### config.mk
export PLATFORM = sky130hd
export DESIGN_NAME = falu_int2fp_cvt
export DESIGN_NICKNAME = d
export VERILOG_FILES = /design/src/rtl/falu_int2fp_cvt.sv
export SDC_FILE = /design/constraint.sdc
export NUM_CORES = 1
export LEC_CHECK = 0
export BUFFER_PORTS_ARGS = -buffer_cell sky130_fd_sc_hd__buf_4
export CAP_MARGIN = 20
export CORE_UTILIZATION = 60
export DETAILED_ROUTE_END_ITERATION = 7
export GPL_ROUTABILITY_DRIVEN = 0
export PLACE_DENSITY = 0.83
export SETUP_SLACK_MARGIN = 0.02
export SLEW_MARGIN = 20
export SYNTH_ARGS = -nofsm -noshare
export SYNTH_HDL_FRONTEND = slang
export SYNTH_SLANG_ARGS = --single-unit
### constraint.sdc
create_clock -name clk -period 11.7 [get_ports clk]
set_clock_uncertainty 0.15 [all_clocks]
set_input_delay 0 -clock clk [delete_from_list [all_inputs] [get_ports clk]]
set_output_delay 0 -clock clk [all_outputs]
set_load 0.05 [all_outputs]
### src/rtl/falu_int2fp_cvt.sv
// rtl/falu_int2fp_cvt.sv - iterative integer to IEEE-754 SP/DP converter with RISC-V rounding
module falu_int2fp_cvt #(
    parameter int NORM_STEP = 8
) (
    input  logic        clk,
    input  logic        rst_n,
    input  logic        in_valid,
    output logic        in_ready,
    input  logic [63:0] INPUT,
    input  logic        IsDouble,
    input  logic        IsLong,
    input  logic        IsUnsigned,
    input  logic [2:0]  rm,
    input  logic        flush,
    output logic        out_valid,
    input  logic        out_ready,
    output logic [63:0] OUTPUT,
    output logic [4:0]  fflags
);

    localparam logic [1:0] IDLE  = 2'd0;
    localparam logic [1:0] NORM  = 2'd1;
    localparam logic [1:0] ROUND = 2'd2;
    localparam logic [1:0] DONE  = 2'd3;

    logic [1:0]  r_state;
    logic [63:0] r_mag;
    logic [7:0]  r_e;
    logic        r_sign;
    logic [2:0]  r_rm;
    logic        r_dp;
    logic [63:0] r_out;
    logic [4:0]  r_fflags;
    logic        r_out_valid;

    logic [63:0] w_val;
    logic        w_sign;
    logic [63:0] w_mag;
    logic        w_g;
    logic        w_s;
    logic        w_lsb;
    logic        w_inc;
    logic [23:0] w_sp_sum;
    logic [52:0] w_dp_sum;
    logic        w_carry;
    logic [7:0]  w_e_rnd;
    logic [7:0]  w_exp_sp;
    logic [10:0] w_exp_dp;
    logic [63:0] w_result;
    logic        w_zero;

    assign in_ready  = (r_state == IDLE);
    assign out_valid = r_out_valid;
    assign OUTPUT    = r_out;
    assign fflags    = r_fflags;

    // Operand extension and magnitude extraction at accept time
    always_comb begin
        w_val = 64'd0;
        if (IsLong)
            w_val = INPUT;
        else if (IsUnsigned)
            w_val = {32'd0, INPUT[31:0]};
        else
            w_val = {{32{INPUT[31]}}, INPUT[31:0]};
        w_sign = ~IsUnsigned & w_val[63];
        w_mag  = w_sign ? (~w_val + 64'd1) : w_val;
    end

    // Rounding of the normalized magnitude and result packing
    always_comb begin
        w_zero = (r_mag == 64'd0);
        if (r_dp) begin
            w_g   = r_mag[10];
            w_s   = |r_mag[9:0];
            w_lsb = r_mag[11];
        end else begin
            w_g   = r_mag[39];
            w_s   = |r_mag[38:0];
            w_lsb = r_mag[40];
        end
        case (r_rm)
            3'b001:  w_inc = 1'b0;
            3'b010:  w_inc = r_sign & (w_g | w_s);
            3'b011:  w_inc = ~r_sign & (w_g | w_s);
            3'b100:  w_inc = w_g;
            default: w_inc = w_g & (w_s | w_lsb);
        endcase
        w_sp_sum = {1'b0, r_mag[62:40]} + {23'd0, w_inc};
        w_dp_sum = {1'b0, r_mag[62:11]} + {52'd0, w_inc};
        // A carry out of the fraction leaves an all-zero fraction and bumps the exponent
        w_carry  = r_dp ? w_dp_sum[52] : w_sp_sum[23];
        w_e_rnd  = r_e + {7'd0, w_carry};
        w_exp_sp = w_e_rnd + 8'd127;
        w_exp_dp = {3'd0, w_e_rnd} + 11'd1023;
        if (w_zero)
            w_result = r_dp ? 64'd0 : {32'hFFFF_FFFF, 32'd0};
        else if (r_dp)
            w_result = {r_sign, w_exp_dp, w_dp_sum[51:0]};
        else
            w_result = {32'hFFFF_FFFF, r_sign, w_exp_sp, w_sp_sum[22:0]};
    end

    // Control FSM and datapath registers; flush overrides every state
    always_ff @(posedge clk or negedge rst_n) begin
        if (!rst_n) begin
            r_state     <= IDLE;
            r_mag       <= 64'd0;
            r_e         <= 8'd0;
            r_sign      <= 1'b0;
            r_rm        <= 3'd0;
            r_dp        <= 1'b0;
            r_out       <= 64'd0;
            r_fflags    <= 5'd0;
            r_out_valid <= 1'b0;
        end else if (flush) begin
            r_state     <= IDLE;
            r_out_valid <= 1'b0;
        end else begin
            case (r_state)
                IDLE: begin
                    if (in_valid) begin
                        r_mag   <= w_mag;
                        r_sign  <= w_sign;
                        r_rm    <= rm;
                        r_dp    <= IsDouble;
                        r_e     <= 8'd63;
                        r_state <= NORM;
                    end
                end
                NORM: begin
                    if (r_mag == 64'd0 || r_mag[63]) begin
                        r_state <= ROUND;
                    end else if (r_mag[63 -: NORM_STEP] == '0) begin
                        r_mag <= r_mag << NORM_STEP;
                        r_e   <= r_e - 8'(NORM_STEP);
                    end else begin
                        r_mag <= r_mag << 1;
                        r_e   <= r_e - 8'd1;
                    end
                end
                ROUND: begin
                    r_out       <= w_result;
                    r_fflags    <= {4'd0, ~w_zero & (w_g | w_s)};
                    r_out_valid <= 1'b1;
                    r_state     <= DONE;
                end
                default: begin
                    if (out_ready) begin
                        r_out_valid <= 1'b0;
                        r_state     <= IDLE;
                    end
                end
            endcase
        end
    end

endmodule

==> results summary <==
The number of global-route vias before repair was between 10000 and 15000. The x dimension of the die came out at approximately 140 um. The via count is roughly 12000. The normalized max-slew margin came out at 26.7%. The measured slew at the worst slew-check pin is around 1.1 ns. The number of flops mapped to enable cells by yosys is 0. Broken down by cell family, the worst path's largest delay share belongs to simple AND/OR/NAND/NOR gates.

The quantity of I/O buffers inserted on ports is roughly 140. The number of max-slew violations in the final report came out at 0. The deepest level of the CTS H-tree is 4. The first-pass GRT wire length came out at ~61000 um.

The hold violation total from the final report is 0. Synthesis produced about 1500 cells. Averaged over all synthesized cells, the footprint is around 7.7 um2. The total standard cell area after synthesis came out at ~0.012 mm2. The CTS clock-pin slew for the worst setup and hold paths came out at ~0.06 ns.

The largest single stage delay on the critical path is between 0.8 and 0.9 ns. The total leakage power is between 5 and 6 nW. The synthesized netlist contains slightly above 80 unique library cells. The clock period minus final worst setup slack came out at 6.73 ns. Across the VDD grid, the largest voltage drop is ~130 uV. Counting cells, the worst reg-to-reg path comes to 21. The largest driver fanout on the critical path came out at roughly 70.

The die boundary height came out at 141 um. The worst hold path terminates at r_mag[49]. The final-stage net count is between 1500 and 2000.

The source-to-sink clock delay at the later pin of the worst-skew pair is 0.44 ns. The async set-or-reset flop fraction in the synthesized netlist is 100%. The cell that appears most often on the critical path is ha_1. TritonCTS built the clock tree. After synthesis, the most frequently instantiated cells are nand2_1, dfrtp_1, o21ai_0.

The startpoint identified for the worst hold timing path is INPUT[49]. Summed over all layers, the global routing overflow is 0. Cells with a size suffix above 1 make up 13.6% of the layout. The flop-to-flop setup slack is between 4 and 5 ns. The launching point of the worst reg2reg path is r_dp. The pin count of the biggest net entering global routing is ~80.

Setup repair after global routing left no endpoint under its margin. The endpoint type of the worst setup path is a flip-flop. The run finished with clean final reports. The number of endpoints failing setup at the final stage is 0. The number of DRC violations after detailed-routing iteration 0 came out at 1922. In the finished design, the share of the clock period the worst path needs comes to 57.5%.

By instance count, the leading cell after synthesis is nand2_1. Pin placement for this block handled about 150 I/O pins. The min-delay analysis places its worst path in the category in -> reg. The count of synthesis-stage warnings from yosys is 0.

After detailed routing, the number of vias per cell comes to between 6 and 7. The number of core rows came out at 50. The first TritonRoute pass finished after 6 iterations. By area the synthesized netlist is led by dfrtp_1, nand2_1, xnor2_1.

Post-CTS timing repair inserted 0 buffers for setup. The post-detailed-route DRC marker count came out at 0. The number of hold buffers added after CTS came out at slightly above 70. Fill cells in the final layout number between 1000 and 1500.

From synthesis to final layout, the design area changed by 20.0%. The signal arrival time at the worst endpoint is ~6.9 ns. The number of buffers created by CTS is 17. On the critical path, the stage with the largest delay is an instance of nor4_2.

The buffer and inverter count on the worst path came out at 1. The number of antenna violations at the first check in global routing is 1. In this run the power density over the cells is around 240 mW/mm2. The critical path is of the reg -> reg type. The total track usage is 39.0%. Counting instances, the worst hold path has a depth of 6.

The setup total negative slack is 0 ns. The share of the synthesized area in the top cell type came out at a little under a third. The cell sitting at the root of the clock tree is a clkbuf_16. The prevailing post-synth register cell is dfrtp_1. The critical path data required time came out at between 10 and 15 ns. The maximum count of clock buffers along a single path is 2. The signal on the critical path passes through buf_4 -> mux2_2 -> nor3_1 -> nor2_1 -> o21ai_0 -> o31ai_1 -> ha_1 -> ha_1 -> and4_1 -> nand4_2 -> nor4_2 -> a21oi_1 -> nor4b_1 -> ha_1 -> ha_1 -> nand3_1 -> xnor2_1 -> nor4bb_1 -> a31oi_1 -> o211a_1 -> a211o_1. The smallest hold slack came out at 0.0205 ns. Timing would allow up to 0.149 GHz.

The biggest area contributor in the post-synthesis netlist is dfrtp_1. The critical register-to-register path endpoint is OUTPUT[30]. The floorplan core area came out at ~0.019 mm2. The number of max-capacitance violations reported is 0. STA classifies the critical path startpoint as a flip-flop.

Post-CTS repair changed the size of 0 cells. The sink count of the clock tree came out at between 100 and 150. For this block, the routed nets add up to slightly below 40000 um of wire. The die outline area is between 0.015 and 0.02 mm2. The post-detailed-placement half-perimeter wirelength came out at around 26000 um. The count of nets left with antenna violations once routing finished came out at 0. The routed length per placed instance is ~20 um.

The number of register bits inferred by synthesis came out at 145. The proportion of synthesized chip area in sequential cells came out at approximately 31%. Once the floorplan was initialized, standard cells occupied roughly 62% of the core.
## through the flow
step           power, W  std cells  util (%)  setup WS [ns]  instance area (um2)
2_1_floorplan   0.00213       1515         -           6.20                11600
3_3_place_gp    0.00260       1786      66.6           5.43                12500
3_5_place_dp    0.00265       1786      66.6           5.13                12500
4_1_cts         0.00326       1888      73.8           5.12                13900
5_1_grt         0.00346       1889      73.9           4.49                13900
6_report        0.00330       1889      73.9           4.97                13900
## state kept, by name (all words and copies together) (netlist names)
register / cells
OUTPUT: 64
r_state: 2
r_mag: 64
fflags: 1
r_e: 8
r_rm: 3
r_dp: 1
r_sign: 1
out_valid: 1
## cell usage in the layout (no fill, tap or decap), types with 6 or more instances in the layout
cell	synthesis	final
a21oi_1	67	67
a22o_1	6	6
a22oi_1	7	7
a31oi_1	45	45
and2_1	12	12
and3_1	15	15
and4_1	13	13
buf_4	9	153
clkbuf_16	0	17
dfrtp_1	145	144
dlygate4sd3_1	0	71
ha_1	15	14
inv_1	26	26
mux2_2	9	9
mux2i_1	20	20
nand2_1	267	267
nand2b_1	14	13
nand3_1	66	66
nand4_1	31	31
nor2_1	78	77
nor3_1	34	34
nor4_1	49	47
o211ai_1	24	24
o21a_1	10	10
o21ai_0	104	104
o21ai_1	14	14
o221ai_1	8	8
o22a_1	8	8
o31ai_1	24	24
o41ai_1	11	11
or3_1	17	17
or4_1	15	15
xnor2_1	72	72
xor2_1	53	53
## logic make-up after synthesis
kind of cell / count (synthesis) / share of synthesized area, %
mux: 29 / 2.60
xor+xnor: 125 / 9.45
compound gates: 378 / 21.0
flops: 145 / 31.3
simple gates: 648 / 27.9
buf+inv: 171 / 6.09
fa+ha+maj: 15 / 1.62
other cells: 1 / 0.0324
## report_power, final
part / leakage, nW / switching (W) / internal (W) / total, W
clock: 0.308 / 0.000210 / 0.000364 / 0.000574
sequential: 1.74 / 0.000339 / 0.000719 / 0.00106
combinational: 3.55 / 0.00109 / 0.000582 / 0.00167
## final cells by class
class / instances / area [um2] / area share, %
well taps: 260 / 325 / 2.34
flip-flops and latches: 145 / 3630 / 26.1
diodes: 1 / 2.50 / 0.0180
inverters: 27 / 101 / 0.729
clock inverters: 11 / 163 / 1.17
multi-input cells: 1199 / 7320 / 52.7
repair buffers: 227 / 1910 / 13.7
clock buffers: 19 / 453 / 3.26
## worst max path at each step
stage               from  depth (start not counted)         end
2_1_floorplan  r_mag[33]                         23  OUTPUT[30]
3_3_place_gp        r_dp                         21  OUTPUT[30]
3_5_place_dp        r_dp                         21  OUTPUT[30]
4_1_cts             r_dp                         21  OUTPUT[30]
5_1_grt             r_dp                         21  OUTPUT[30]
6_report            r_dp                         21  OUTPUT[30]
## metal layers
| layer | part of all wire (%) | track usage [%] | routed length (um) | vias to the layer above |
|---|---|---|---|---|
| met5 | 0 | 0 | 0 | - |
| met4 | 4.4 | 16.8 | 1710 | 0 |
| met3 | 12 | 6.93 | 4550 | 163 |
| li1 | - | - | - | 5686 |
| met2 | 44 | 60.1 | 17200 | 970 |
| met1 | 39 | 53.9 | 15200 | 5672 |
## worst reg2reg max path, cell delays in order, from the launching register on
cell	delay [ns]
dfrtp_2	0.34
buf_4	0.57
mux2_2	0.35
nor3_1	0.05
nor2_1	0.09
o21ai_0	0.09
o31ai_1	0.33
ha_1	0.27
ha_1	0.20
and4_1	0.35
nand4_2	0.32
nor4_2	0.83
a21oi_1	0.15
nor4b_1	0.33
ha_1	0.29
ha_1	0.25
nand3_1	0.13
xnor2_1	0.27
nor4bb_1	0.57
a31oi_1	0.21
o211a_1	0.25
a211o_1	0.22
(Power assumes the default switching activity.)
